<file path="src/rtl/acc_alu_pkg.sv">
// Shared opcode and FSM state definitions for the accumulator ALU.
package acc_alu_pkg;

   typedef enum logic [3:0] {
      OPC_NOP = 4'd0,
      OPC_AND = 4'd1,
      OPC_ADD = 4'd2,
      OPC_LDA = 4'd3,
      OPC_CMA = 4'd4,
      OPC_CLA = 4'd5,
      OPC_CLE = 4'd6,
      OPC_CME = 4'd7,
      OPC_CIR = 4'd8,
      OPC_CIL = 4'd9,
      OPC_INC = 4'd10,
      OPC_MUL = 4'd11
   } opcode_t;

   typedef enum logic {
      ST_IDLE    = 1'b0,
      ST_MUL_RUN = 1'b1
   } state_t;

endpackage

</file>
<file path="src/rtl/acc_alu_mul.sv">
// Serial shift-add multiplier: one multiplier bit per step, operands latched on start.
module acc_alu_mul
   import acc_alu_pkg::*;
#(
   parameter int WIDTH = 8
) (
   input  logic               clk,
   input  logic               rst_n,
   input  logic               start,
   input  logic               step,
   input  logic [WIDTH-1:0]   a,
   input  logic [WIDTH-1:0]   b,
   output logic               last,
   output logic [2*WIDTH-1:0] product
);

   localparam int CW = (WIDTH > 1) ? $clog2(WIDTH) : 1;

   logic [2*WIDTH-1:0] mcand;
   logic [2*WIDTH-1:0] prod;
   logic [WIDTH-1:0]   mplier;
   logic [CW-1:0]      cnt;

   // product reflects the sum including the current step, so the top can commit it on the last edge
   assign product = prod + (mplier[0] ? mcand : '0);
   assign last    = (cnt == CW'(WIDTH - 1));

   always_ff @(posedge clk) begin
      if (!rst_n) begin
         mcand  <= '0;
         prod   <= '0;
         mplier <= '0;
         cnt    <= '0;
      end else if (start) begin
         mcand  <= {{WIDTH{1'b0}}, a};
         prod   <= '0;
         mplier <= b;
         cnt    <= '0;
      end else if (step) begin
         mcand  <= mcand << 1;
         prod   <= product;
         mplier <= mplier >> 1;
         cnt    <= cnt + 1'b1;
      end
   end

endmodule

</file>
<file path="src/rtl/acc_alu_seq.sv">
// Accumulator ALU: single-cycle register ops on AC/E plus an optional serial multiply.
module acc_alu_seq
   import acc_alu_pkg::*;
#(
   parameter int WIDTH  = 8,
   parameter int MUL_EN = 1
) (
   input  logic             clk,
   input  logic             rst_n,
   input  logic             op_valid,
   output logic             op_ready,
   input  logic [3:0]       op,
   input  logic [WIDTH-1:0] dr,
   output logic [WIDTH-1:0] ac,
   output logic             e,
   output logic             done,
   output logic             ac_zero
);

   state_t             state, state_nxt;
   logic [WIDTH-1:0]   ac_nxt;
   logic               e_nxt;
   logic               done_nxt;
   logic               mul_start;
   logic               mul_last;
   logic [2*WIDTH-1:0] mul_prod;

   assign op_ready = (state == ST_IDLE);
   assign ac_zero  = (ac == '0);

   acc_alu_mul #(.WIDTH(WIDTH)) u_mul (
      .clk     (clk),
      .rst_n   (rst_n),
      .start   (mul_start),
      .step    (state == ST_MUL_RUN),
      .a       (ac),
      .b       (dr),
      .last    (mul_last),
      .product (mul_prod)
   );

   always_comb begin
      state_nxt = state;
      ac_nxt    = ac;
      e_nxt     = e;
      done_nxt  = 1'b0;
      mul_start = 1'b0;
      case (state)
         ST_IDLE: begin
            if (op_valid) begin
               done_nxt = 1'b1;
               case (opcode_t'(op))
                  OPC_AND: ac_nxt = ac & dr;
                  OPC_ADD: {e_nxt, ac_nxt} = {1'b0, ac} + {1'b0, dr};
                  OPC_LDA: ac_nxt = dr;
                  OPC_CMA: ac_nxt = ~ac;
                  OPC_CLA: ac_nxt = '0;
                  OPC_CLE: e_nxt = 1'b0;
                  OPC_CME: e_nxt = ~e;
                  OPC_CIR: {ac_nxt, e_nxt} = {e, ac};
                  OPC_CIL: {e_nxt, ac_nxt} = {ac, e};
                  OPC_INC: ac_nxt = ac + 1'b1;
                  OPC_MUL: begin
                     // with the multiplier left out, MUL falls through as a NOP
                     if (MUL_EN != 0) begin
                        mul_start = 1'b1;
                        done_nxt  = 1'b0;
                        state_nxt = ST_MUL_RUN;
                     end
                  end
                  default: ;
               endcase
            end
         end
         ST_MUL_RUN: begin
            if (mul_last) begin
               ac_nxt    = mul_prod[WIDTH-1:0];
               e_nxt     = |mul_prod[2*WIDTH-1:WIDTH];
               done_nxt  = 1'b1;
               state_nxt = ST_IDLE;
            end
         end
         default: state_nxt = ST_IDLE;
      endcase
   end

   always_ff @(posedge clk) begin
      if (!rst_n) begin
         state <= ST_IDLE;
         ac    <= '0;
         e     <= 1'b0;
         done  <= 1'b0;
      end else begin
         state <= state_nxt;
         ac    <= ac_nxt;
         e     <= e_nxt;
         done  <= done_nxt;
      end
   end

endmodule

</file>
<file path="config.mk">
export PLATFORM = sky130hd
export DESIGN_NAME = acc_alu_seq
export DESIGN_NICKNAME = d
export VERILOG_FILES = /design/src/rtl/acc_alu_pkg.sv /design/src/rtl/acc_alu_mul.sv /design/src/rtl/acc_alu_seq.sv
export SDC_FILE = /design/constraint.sdc
export NUM_CORES = 1
export LEC_CHECK = 0
export BUFFER_PORTS_ARGS = -buffer_cell sky130_fd_sc_hd__buf_2
export CAP_MARGIN = 20
export CELL_PAD_IN_SITES_DETAIL_PLACEMENT = 0
export CELL_PAD_IN_SITES_GLOBAL_PLACEMENT = 1
export CORE_MARGIN = 5
export CORE_UTILIZATION = 35
export CTS_BUF_LIST = sky130_fd_sc_hd__clkbuf_8
export DETAILED_ROUTE_END_ITERATION = 8
export GPL_TIMING_DRIVEN = 0
export PLACE_DENSITY_LB_ADDON = 0.08
export SYNTH_ARGS = -nofsm -noshare
export SYNTH_HDL_FRONTEND = slang
export SYNTH_SLANG_ARGS = --single-unit
</file>
<file path="constraint.sdc">
create_clock -name clk -period 6.85 [get_ports clk]
set_clock_uncertainty 0.15 [all_clocks]
set_input_delay 1.37 -clock clk [delete_from_list [all_inputs] [get_ports clk]]
set_output_delay 1.37 -clock clk [all_outputs]
set_load 0.02 [all_outputs]
</file>
==> impl_summary.log <==
INFO  metric cts_tree = done
INFO  metric netlist_top_cells_area = sky130_fd_sc_hd__dfxtp_1, sky130_fd_sc_hd__ha_1, sky130_fd_sc_hd__mux2i_1, sky130_fd_sc_hd__a21oi_1, sky130_fd_sc_hd__nor2_1
INFO  metric critical_path_arrival = 2.20 ns
INFO  metric floorplan.io_pins = 27
INFO  metric post-synth-top-count-cell = sky130_fd_sc_hd__dfxtp_1
INFO  metric synthesized_nets = ~530
INFO  metric p_leak = 1.71 nW
INFO  metric timing.fmax = 269 MHz
INFO  metric fin_tns_setup = 0 ns
INFO  metric critPathSlowestCell = sky130_fd_sc_hd__or4b_2
INFO  metric period_needed = 3.72 ns
INFO  metric synth_area_per_cell = 8.08 µm²
INFO  metric cp_slowest_stage_delay = 0.57 ns
INFO  metric timing.max_cap.violations = 0
INFO  metric cts_made_buffers = 5
INFO  metric finish.net_count = 558
INFO  metric gp_routability_congestion = 0.795
INFO  metric syn_area = 3910 µm²
INFO  metric synth_top_cell_area_share = 0.277
INFO  metric vias_in_the_first_global_route = 3549
INFO  metric cts.sink_count = 54
INFO  metric worst_setup_path_start_kind = register
INFO  metric die_height = approximately 120 µm
INFO  metric vdd.ir_drop.worst = 0.116 mV
INFO  metric vias = 3635
INFO  metric synthArstFlopShare = 0
INFO  metric first_pass_grt_wire_length = 19600 µm
INFO  metric cp.required = 5.33 ns
INFO  metric worst_pin_slew = 1.03 ns
INFO  metric final_hold_viol_count = 0
INFO  metric grt_start_max_net_pins = 17
INFO  metric fp.coreArea = roughly 11000 µm²
INFO  metric path_class = register to primary output
INFO  metric clk_pin_slew_worst_paths = 0.10 ns
INFO  metric hpwlAfterDp = ~9400 µm
INFO  metric ctsLongestPathBuffers = 2
INFO  metric yosys.cell_types.count = 55
INFO  metric start_util = 0.359
INFO  metric route.detailed.wl_per_inst = 18.6 µm
INFO  metric grt_remaining_overflow = 0
INFO  metric rows = 38
INFO  metric route.final.wire_length = ~12000 µm
INFO  metric die_area = between 10000 and 15000 µm²
INFO  metric synth-seq-cells = 54
INFO  metric drt-initial-drc-count = 276
INFO  metric clock_tree.root_cell = sky130_fd_sc_hd__clkbuf_8
INFO  metric post_cts_resized = 0
INFO  metric detail_route.drc_violations = 0
INFO  metric detail_route.first_pass.iterations = 5
INFO  metric synth_area_leader_cell = sky130_fd_sc_hd__dfxtp_1
INFO  metric grt_setup_unrepaired = no
INFO  metric buffers_added_on_ports = 23
INFO  metric antennaDiodeCount = 0
INFO  metric grt_antenna_before_repair = 0
INFO  metric layout.filler_cells = 1169
INFO  metric final_area = 4310 µm²
INFO  metric final-setup-viol-count = 0
INFO  metric timing.final.max_slew_violations = 0
INFO  metric place_area = 4200 µm²
INFO  metric path_cells = clkbuf_1 > inv_1 > ha_1 > or4b_2 > nor4_1 > buf_2
INFO  metric share_of_the_yosys_chip_area_belonging_to_registers = 0.277
INFO  metric synth-edff-count = 0
INFO  metric netlist_instances = 484
INFO  metric drtAntennaViolNets = 0
INFO  metric htree_levels = 2
INFO  metric p_per_area = 155 nW/µm²
INFO  metric clkLatencyLatePin = 0.33 ns
INFO  metric global_route.usage.total = 0.190
INFO  metric hold_path_class = register to register
INFO  metric timing.slew.headroom = 0.309
INFO  metric outcome = complete, no violations
INFO  metric setup.worst_path.end_class = primary output
INFO  metric layout-drive-gt1-share = 0.0951
INFO  metric vias_per_cell = 5.55
INFO  metric critical_path.max_fanout = 8
INFO  metric die-width = 116 µm
INFO  metric postSynth.topFlopCell = sky130_fd_sc_hd__dfxtp_1
INFO  metric cts_hold_repair.buffers = 0
INFO  metric min_period_over_period = 0.543
INFO  metric post_synth_most_frequent_cells = sky130_fd_sc_hd__dfxtp_1, sky130_fd_sc_hd__nor2_1, sky130_fd_sc_hd__nand2_1, sky130_fd_sc_hd__a21oi_1, sky130_fd_sc_hd__ha_1
INFO  metric area_growth_syn_to_layout = 10.2%
INFO  metric yosysWarningCount = 0
INFO  metric cts_setup_buffers = 0
## routing by layer
layer | GRT usage | share of wire
met1 | 0.277 | 0.50
met2 | 0.299 | 0.45
met3 | 0.0287 | 0.032
met4 | 0.0418 | 0.0091
met5 | 0 | 0
## registers in the layout (all words and copies together), names as in the netlist
register      cells
u_mul.mcand      16
u_mul.mplier      8
ac                8
done              1
u_mul.cnt         3
state             1
u_mul.prod       16
e                 1
## area by class of cell
cell class	count	area [µm²]	area share
Multi-Input combinational cell	386	2640	0.612
Sequential cell	54	1080	0.251
Tap cell	140	175	0.0407
Buffer	32	146	0.0340
Timing Repair Buffer	23	115	0.0267
Clock buffer	5	68.8	0.0160
Inverter	12	45.0	0.0105
Clock inverter	3	41.3	0.00958
## final timing paths
kind,start,end,slack [ns],cells past startpoint
worst max-delay path,ac[1],ac_zero,3.13,6
worst min-delay path,u_mul.prod[6],u_mul.prod[6],0.33,2
worst max register to register,u_mul.mplier[0],e,3.29,11
worst min register to register,u_mul.prod[6],u_mul.prod[6],0.33,2
## metrics by stage
step / utilization / cells / worst slack [ns] / power, W / hold slack, ns
4_1_cts: 0.396 / 655 / 3.08 / 0.000677 / 0.332
3_5_place_dp: 0.386 / 647 / 3.13 / 0.000450 / 0.317
6_report: 0.396 / 655 / 3.13 / 0.000668 / 0.328
3_3_place_gp: 0.386 / 647 / 3.15 / 0.000450 / 0.309
5_1_grt: 0.396 / 655 / 2.96 / 0.000705 / 0.351
2_1_floorplan: - / 484 / 3.34 / 0.000412 / 0.300
## critical path: cells and delay by family (launching register included)
kind	cells	cell delay (ns)
fa+ha+maj	1	0.14
simple gates	2	0.77
buf+inv	3	0.60
flops	1	0.37
## cell usage in the layout, fill, tap and decap left out, types with 3 or more instances in the layout
| master | n |
|---|---|
| sky130_fd_sc_hd__o21ai_0 | 23 |
| sky130_fd_sc_hd__nor2b_1 | 21 |
| sky130_fd_sc_hd__a21o_1 | 7 |
| sky130_fd_sc_hd__or3_1 | 3 |
| sky130_fd_sc_hd__nand2b_1 | 6 |
| sky130_fd_sc_hd__xnor2_1 | 17 |
| sky130_fd_sc_hd__xor2_1 | 9 |
| sky130_fd_sc_hd__ha_1 | 27 |
| sky130_fd_sc_hd__a21boi_0 | 5 |
| sky130_fd_sc_hd__buf_2 | 32 |
| sky130_fd_sc_hd__and2_1 | 16 |
| sky130_fd_sc_hd__a21oi_1 | 36 |
| sky130_fd_sc_hd__inv_1 | 12 |
| sky130_fd_sc_hd__a211oi_1 | 6 |
| sky130_fd_sc_hd__nand3_1 | 10 |
| sky130_fd_sc_hd__o211ai_1 | 12 |
| sky130_fd_sc_hd__a222oi_1 | 14 |
| sky130_fd_sc_hd__clkbuf_8 | 5 |
| sky130_fd_sc_hd__a22oi_1 | 4 |
| sky130_fd_sc_hd__nor2_1 | 46 |
| sky130_fd_sc_hd__buf_1 | 3 |
| sky130_fd_sc_hd__a31oi_1 | 5 |
| sky130_fd_sc_hd__nand2_1 | 45 |
| sky130_fd_sc_hd__nor3_1 | 3 |
| sky130_fd_sc_hd__o21a_1 | 4 |
| sky130_fd_sc_hd__clkbuf_1 | 19 |
| sky130_fd_sc_hd__dfxtp_1 | 54 |
| sky130_fd_sc_hd__mux2i_1 | 26 |
| sky130_fd_sc_hd__o21bai_1 | 5 |
| sky130_fd_sc_hd__o22ai_1 | 6 |
## report_power, final
group / internal [W] / total, W / switching, W / leakage [nW]
Combinational: 0.0000440 / 0.000118 / 0.0000742 / 1.22
Clock: 0.000108 / 0.000225 / 0.000117 / 0.0556
Sequential: 0.000319 / 0.000325 / 0.00000585 / 0.436
## kinds of logic after synthesis
family	Yosys count	share of synthesized area
buffers and inverters	44	0.0490
AOI/OAI and AO/OA	143	0.252
muxes	26	0.0666
DFF	54	0.277
xor gates and xnor gates	26	0.0583
and+or+nand+nor	162	0.201
adders and majority gates	29	0.0967
(Power assumes the default switching activity.)
